## src/rtl/eth_mdio_pkg.sv

```systemverilog
// Shared types and frame constants for the clause-22 MDIO master.
package eth_mdio_pkg;

  typedef enum logic [2:0] {
    IDLE,
    PRE,
    HDR,
    TA,
    DATA,
    DONE
  } mdio_state_t;

  localparam logic [1:0] MDIO_ST    = 2'b01;
  localparam logic [1:0] MDIO_OP_WR = 2'b01;
  localparam logic [1:0] MDIO_OP_RD = 2'b10;
  localparam logic [1:0] MDIO_TA_WR = 2'b10;

  // Header + TA + data as shifted out after the preamble. For reads the TA and
  // data positions are released on the pad, so they are filled with idle ones.
  function automatic logic [31:0] mdio_tx_word(input logic        wr,
                                               input logic [4:0]  phyad,
                                               input logic [4:0]  regad,
                                               input logic [15:0] wdata);
    if (wr) return {MDIO_ST, MDIO_OP_WR, phyad, regad, MDIO_TA_WR, wdata};
    else    return {MDIO_ST, MDIO_OP_RD, phyad, regad, 2'b11, 16'hFFFF};
  endfunction

endpackage

```

## src/rtl/eth_mdio_clkgen.sv

```systemverilog
// MDC divider: CLK_DIV clocks per half-period, with single-cycle strobes marking
// the clock edge on which mdc goes 0->1 (rise_stb) and 1->0 (fall_stb).
// Held at count 0 with mdc low whenever disabled.
module eth_mdio_clkgen #(
  parameter int CLK_DIV = 10
) (
  input  logic msoc_clk,
  input  logic rstn,
  input  logic en,
  output logic mdc,
  output logic fall_stb,
  output logic rise_stb
);

  localparam int            CW       = (CLK_DIV > 2) ? $clog2(CLK_DIV) : 1;
  localparam logic [CW-1:0] CNT_LAST = CW'(CLK_DIV - 1);

  logic [CW-1:0] cnt;
  logic          wrap;

  assign wrap     = en && (cnt == CNT_LAST);
  assign rise_stb = wrap && !mdc;
  assign fall_stb = wrap && mdc;

  // Half-period counter; mdc toggles each time the count wraps.
  always_ff @(posedge msoc_clk or negedge rstn) begin
    if (!rstn) begin
      cnt <= '0;
      mdc <= 1'b0;
    end else if (!en) begin
      cnt <= '0;
      mdc <= 1'b0;
    end else if (cnt == CNT_LAST) begin
      cnt <= '0;
      mdc <= ~mdc;
    end else begin
      cnt <= cnt + 1'b1;
    end
  end

endmodule

```

## src/rtl/eth_mdio_master.sv

```systemverilog
// Clause-22 MDIO master: accepts one read/write request, serialises the frame
// on MDC/MDIO (IOBUF-style o/t pad controls) and returns read data.
//
// Handshake: a request is taken on a clock where req_valid && req_ready;
// req_ready is high only in IDLE. Completion is a one-cycle rsp_valid pulse
// with rsp_rdata/rsp_err, which hold until the next completion. The cycle
// after rsp_valid is IDLE again and can accept the next request.
module eth_mdio_master
  import eth_mdio_pkg::*;
#(
  parameter int CLK_DIV      = 10,
  parameter int PREAMBLE_LEN = 32
) (
  input  logic        msoc_clk,
  input  logic        rstn,
  input  logic        req_valid,
  output logic        req_ready,
  input  logic        req_write,
  input  logic [4:0]  req_phyad,
  input  logic [4:0]  req_regad,
  input  logic [15:0] req_wdata,
  output logic        rsp_valid,
  output logic [15:0] rsp_rdata,
  output logic        rsp_err,
  output logic        busy,
  output logic        mdc,
  input  logic        mdio_i,
  output logic        mdio_o,
  output logic        mdio_t,
  output mdio_state_t dbg_state
);

  localparam logic [5:0] PRE_LAST = (PREAMBLE_LEN > 0) ? 6'(PREAMBLE_LEN - 1) : 6'd0;

  mdio_state_t state;
  logic [5:0]  bit_cnt;
  logic [31:0] tx_sr;
  logic [15:0] rx_sr;
  logic        is_wr;
  logic        ta_err;
  logic [31:0] tx_word;
  logic        clk_en;
  logic        fall_stb;
  logic        rise_stb;

  assign tx_word   = mdio_tx_word(req_write, req_phyad, req_regad, req_wdata);
  assign clk_en    = (state == PRE) || (state == HDR) || (state == TA) || (state == DATA);
  assign dbg_state = state;

  eth_mdio_clkgen #(
    .CLK_DIV (CLK_DIV)
  ) u_clkgen (
    .msoc_clk (msoc_clk),
    .rstn     (rstn),
    .en       (clk_en),
    .mdc      (mdc),
    .fall_stb (fall_stb),
    .rise_stb (rise_stb)
  );

  // Frame sequencer: a new bit is launched on each MDC falling strobe, read
  // bits are captured on each MDC rising strobe.
  always_ff @(posedge msoc_clk or negedge rstn) begin
    if (!rstn) begin
      state     <= IDLE;
      bit_cnt   <= 6'd0;
      tx_sr     <= 32'h0;
      rx_sr     <= 16'h0;
      is_wr     <= 1'b0;
      ta_err    <= 1'b0;
      req_ready <= 1'b1;
      rsp_valid <= 1'b0;
      rsp_rdata <= 16'h0;
      rsp_err   <= 1'b0;
      busy      <= 1'b0;
      mdio_o    <= 1'b1;
      mdio_t    <= 1'b1;
    end else begin
      rsp_valid <= 1'b0;

      // Second TA bit must be pulled low by the PHY; data arrives MSB first.
      if (rise_stb && !is_wr) begin
        if ((state == TA) && (bit_cnt == 6'd0)) ta_err <= mdio_i;
        if (state == DATA) rx_sr <= {rx_sr[14:0], mdio_i};
      end

      unique case (state)
        IDLE: begin
          if (req_valid) begin
            is_wr     <= req_write;
            ta_err    <= 1'b0;
            req_ready <= 1'b0;
            busy      <= 1'b1;
            mdio_t    <= 1'b0;
            if (PREAMBLE_LEN == 0) begin
              state   <= HDR;
              bit_cnt <= 6'd13;
              mdio_o  <= tx_word[31];
              tx_sr   <= {tx_word[30:0], 1'b0};
            end else begin
              state   <= PRE;
              bit_cnt <= PRE_LAST;
              mdio_o  <= 1'b1;
              tx_sr   <= tx_word;
            end
          end
        end
        PRE: begin
          if (fall_stb) begin
            if (bit_cnt == 6'd0) begin
              state   <= HDR;
              bit_cnt <= 6'd13;
              mdio_o  <= tx_sr[31];
              tx_sr   <= {tx_sr[30:0], 1'b0};
            end else begin
              bit_cnt <= bit_cnt - 6'd1;
            end
          end
        end
        HDR: begin
          if (fall_stb) begin
            mdio_o <= tx_sr[31];
            tx_sr  <= {tx_sr[30:0], 1'b0};
            if (bit_cnt == 6'd0) begin
              state   <= TA;
              bit_cnt <= 6'd1;
              mdio_t  <= ~is_wr;
            end else begin
              bit_cnt <= bit_cnt - 6'd1;
            end
          end
        end
        TA: begin
          if (fall_stb) begin
            mdio_o <= tx_sr[31];
            tx_sr  <= {tx_sr[30:0], 1'b0};
            if (bit_cnt == 6'd0) begin
              state   <= DATA;
              bit_cnt <= 6'd15;
            end else begin
              bit_cnt <= bit_cnt - 6'd1;
            end
          end
        end
        DATA: begin
          if (fall_stb) begin
            if (bit_cnt == 6'd0) begin
              state     <= DONE;
              mdio_o    <= 1'b1;
              mdio_t    <= 1'b1;
              rsp_valid <= 1'b1;
              rsp_rdata <= is_wr ? 16'h0 : rx_sr;
              rsp_err   <= ~is_wr & ta_err;
            end else begin
              mdio_o  <= tx_sr[31];
              tx_sr   <= {tx_sr[30:0], 1'b0};
              bit_cnt <= bit_cnt - 6'd1;
            end
          end
        end
        DONE: begin
          state     <= IDLE;
          req_ready <= 1'b1;
          busy      <= 1'b0;
        end
        default: begin
          state <= IDLE;
        end
      endcase
    end
  end

endmodule

```

## config.mk

```make
export PLATFORM = sky130hd
export DESIGN_NAME = eth_mdio_master
export DESIGN_NICKNAME = d
export VERILOG_FILES = /design/src/rtl/eth_mdio_pkg.sv /design/src/rtl/eth_mdio_clkgen.sv /design/src/rtl/eth_mdio_master.sv
export SDC_FILE = /design/constraint.sdc
export NUM_CORES = 1
export LEC_CHECK = 0
export ABC_AREA = 1
export BUFFER_PORTS_ARGS = -buffer_cell sky130_fd_sc_hd__clkbuf_2
export CAP_MARGIN = 15
export CORE_UTILIZATION = 41
export DETAILED_ROUTE_END_ITERATION = 10
export SLEW_MARGIN = 20
export SYNTH_ARGS = -nofsm -noshare
export SYNTH_HDL_FRONTEND = slang
export SYNTH_HIERARCHICAL = 1
export SYNTH_SLANG_ARGS = --single-unit
```

## constraint.sdc

```tcl
create_clock -name msoc_clk -period 3.8 [get_ports msoc_clk]
set_input_delay 0.57 -clock msoc_clk [delete_from_list [all_inputs] [get_ports msoc_clk]]
set_output_delay 0.57 -clock msoc_clk [all_outputs]
set_load 0.01 [all_outputs]
```

==> results.json <==
{
  "pin_count": 57,
  "leakage_nw": 2.69,
  "utilization": 0.469,
  "hp-class": "in2async",
  "synth_area_um2": 4330,
  "cts_root_buf": "clkbuf_8",
  "r2r_cells": 14,
  "peakVddDrop_v": 0.000288,
  "antenna_found_initial": 0,
  "met1_usage": 0.241,
  "yosysWarningCount": 6,
  "gp_congestion": 0.851,
  "cts_setup_buffers": 0,
  "rows": 37,
  "tritoncts": "yes",
  "clk_latency_ns": 0.36,
  "setup-violations-final": 0,
  "cp_common_cell": "inv_1",
  "drt-initial-drc-count": 252,
  "grt_use_met2": 0.292,
  "tns_ns": 0,
  "busiest_layer": "met2",
  "status": "completed",
  "avgSynthCellArea_um2": 8.22,
  "die_w_um": 105,
  "layout_min_cycle_time_ns": 2.86,
  "grt.met3_usage": 0.0387,
  "route.detailed.drc": 0,
  "endpoint_kind": "flip-flop",
  "fp.coreArea_um2": 10300,
  "crit_type": "reg2reg",
  "worstMarginPinSlew_ns": 0.790,
  "layout_commonest_cell": "nand2_1",
  "synth_cells": 526,
  "ys_seq_elements": 86,
  "fmax_mhz": 349,
  "die_h_um": 105,
  "seq_power_share": 0.387,
  "wl_um": 9240,
  "cp_slowest_cell": "dfrtp_1",
  "grt_pass1_vias": 3420,
  "switchingPower_mw": 1.55,
  "r2r_slack_ns": 0.94,
  "start_kind": "flip-flop",
  "wl_per_cell_um": 13.0,
  "worst-path-max-fanout": 35,
  "io_buffer_count": 56,
  "drv_cap": 0,
  "drive_gt1_frac": 0.203,
  "r2r-end": "tx_sr[15]",
  "h-tree-depth": 3,
  "grt_usage": 0.183,
  "synth.distinct_cells": 34,
  "initial_core_util": 0.421,
  "skew_ns": 0.0139,
  "grt_pass1_wl_um": 16100,
  "grt_overflow_total": 0,
  "cts.repair.resized": 0,
  "vias": 3538,
  "fin_crit_sh": 0.753,
  "hold_viol_final": 0,
  "cts_hold_repair.buffers": 0,
  "rr_startpoint": "dbg_state[1]",
  "p_int_mw": 1.96,
  "clock-sinks": 86,
  "synth_nets": 560,
  "yosysSeqAreaShare": 0.498,
  "clockBufferDepth": 2,
  "crit_family": "simple AND/OR/NAND/NOR gates",
  "pwr-share-comb": 0.441,
  "critPathArrivalTime_ns": 3.11,
  "cts_made_buffers": 9,
  "final_nets": 606,
  "cp.buffers_inverters": 4,
  "grt_max_degree": 63,
  "rsz0062_at_grt": "no",
  "maxSlewViolCount": 0,
  "viasPerCell": 4.96,
  "clkTransAtPathRegs_ns": 0.09,
  "worstPathCellList": "nor2_4 > nor2_1 > inv_1 > nand2_2 > inv_1 > nor3_1 > inv_1 > buf_4 > nand3_1 > nand3_2 > nor2_8 > nand2_4 > nand2_1 > nand2_1",
  "cpPeakStageDelay_ns": 0.53,
  "cp_data_required_time_ns": 4.05,
  "mostFrequentLayoutCells": "nand2_1 (186), dfrtp_1 (83), nand3_1 (65)",
  "dp_hpwl_um": 5950,
  "pwr-share-clk": 0.172,
  "p_sw_frac": 0.442,
  "dieArea_um2": 11000,
  "dr.pass1.iters": 5,
  "drtAntennaViolNets": 0,
  "syn_to_final_growth_pct": 11.4,
  "n_antenna_cell": 0,
  "power_density_nw_per_um2": 728,
  "timing.slew.headroom": 0.473
}
-- state kept, by name (all words and copies together), names as in the netlist --
signal,cells
mdio_t,1
ta_err,1
tx_sr,32
rsp_valid,1
u_clkgen/cnt,4
is_wr,1
rsp_err,1
bit_cnt,6
dbg_state,3
rx_sr,16
rsp_rdata,16
mdio_o,1
u_clkgen/mdc,1
busy,1
req_ready,1
-- layout make-up --
type / instances / area (um2)
fill: 1054 / 5460
sequential: 86 / 2160
multi-input combinational: 386 / 1890
timing repair buffer: 60 / 313
tap: 136 / 170
clock buffer: 10 / 138
inverter: 29 / 111
clock inverter: 6 / 46.3
-- routing by layer --
layer / routed length, um / part of all wire
met3: 462 / 0.050
met4: 159 / 0.017
met1: 4330 / 0.47
met2: 4290 / 0.46
met5: 0 / 0
-- worst max-delay path by stage --
stage            startpoint   endpoint  slack, ns  cells past startpoint
2_1_floorplan  dbg_state[1]  tx_sr[10]       1.38                     16
3_3_place_gp   dbg_state[0]  tx_sr[24]       0.96                     14
3_5_place_dp   dbg_state[0]   tx_sr[6]       0.90                     14
4_1_cts        dbg_state[0]   tx_sr[6]       0.89                     14
5_1_grt        dbg_state[0]  tx_sr[17]       0.56                     14
6_report       dbg_state[1]  tx_sr[15]       0.94                     14
-- synth_stat cells --
| cell | instances | area, um2 |
|---|---|---|
| nand2_1 | 186 | 698 |
| dfrtp_1 | 83 | 2080 |
| nand3_1 | 65 | 325 |
| o21ai_0 | 40 | 200 |
| nor2_1 | 39 | 146 |
| inv_1 | 25 | 93.8 |
| mux2_2 | 15 | 169 |
| buf_6 | 8 | 90.1 |
| buf_2 | 7 | 35.0 |
| nand2_4 | 6 | 67.6 |
| clkbuf_1 | 5 | 18.8 |
| nand2_2 | 5 | 31.3 |
| a21oi_1 | 4 | 20.0 |
| nand3_2 | 4 | 40.0 |
| o21ai_1 | 4 | 20.0 |
| dfstp_2 | 3 | 78.8 |
| ha_1 | 3 | 37.5 |
| buf_4 | 2 | 15.0 |
| clkbuf_2 | 2 | 10.0 |
| inv_2 | 2 | 7.51 |
| nor2_4 | 2 | 22.5 |
| nor3_1 | 2 | 10.0 |
| o21bai_1 | 2 | 15.0 |
| xor2_1 | 2 | 17.5 |
| buf_1 | 1 | 3.75 |
| clkinv_1 | 1 | 3.75 |
| inv_4 | 1 | 6.26 |
| mux2_1 | 1 | 11.3 |
| nand4_1 | 1 | 6.26 |
| nor2_2 | 1 | 6.26 |
| nor2_8 | 1 | 20.0 |
| or2_1 | 1 | 6.26 |
| or2_2 | 1 | 6.26 |
| xnor2_1 | 1 | 8.76 |
-- logic make-up after synthesis --
group           synth area share
compound gates            0.0590
xor+xnor                 0.00608
buf+inv                   0.0657
fa+ha+maj                0.00868
mux                       0.0417
simple gates               0.321
flops                      0.498
-- stage by stage --
step | power [mW] | setup WS, ns | hold slack [ns] | std cells | cell area (um2)
2_1_floorplan | 2.66 | 1.38 | 0.274 | 526 | 4330
3_3_place_gp | 2.90 | 0.960 | 0.450 | 697 | 4640
3_5_place_dp | 2.94 | 0.901 | 0.459 | 697 | 4640
4_1_cts | 3.55 | 0.888 | 0.318 | 713 | 4820
5_1_grt | 3.85 | 0.560 | 0.344 | 713 | 4820
6_report | 3.51 | 0.937 | 0.268 | 713 | 4820
-- power groups by stage --
stage                     logic (mW)  registers (mW)  clock network (mW)
after detailed placement        1.56            1.37                   0
final                           1.55            1.36               0.603
after global placement          1.53            1.37                   0
after CTS                       1.57            1.36               0.622
after global routing            1.81            1.39               0.658
after floorplan                 1.32            1.34                   0
Note: power is estimated with default switching activity, not from simulation.
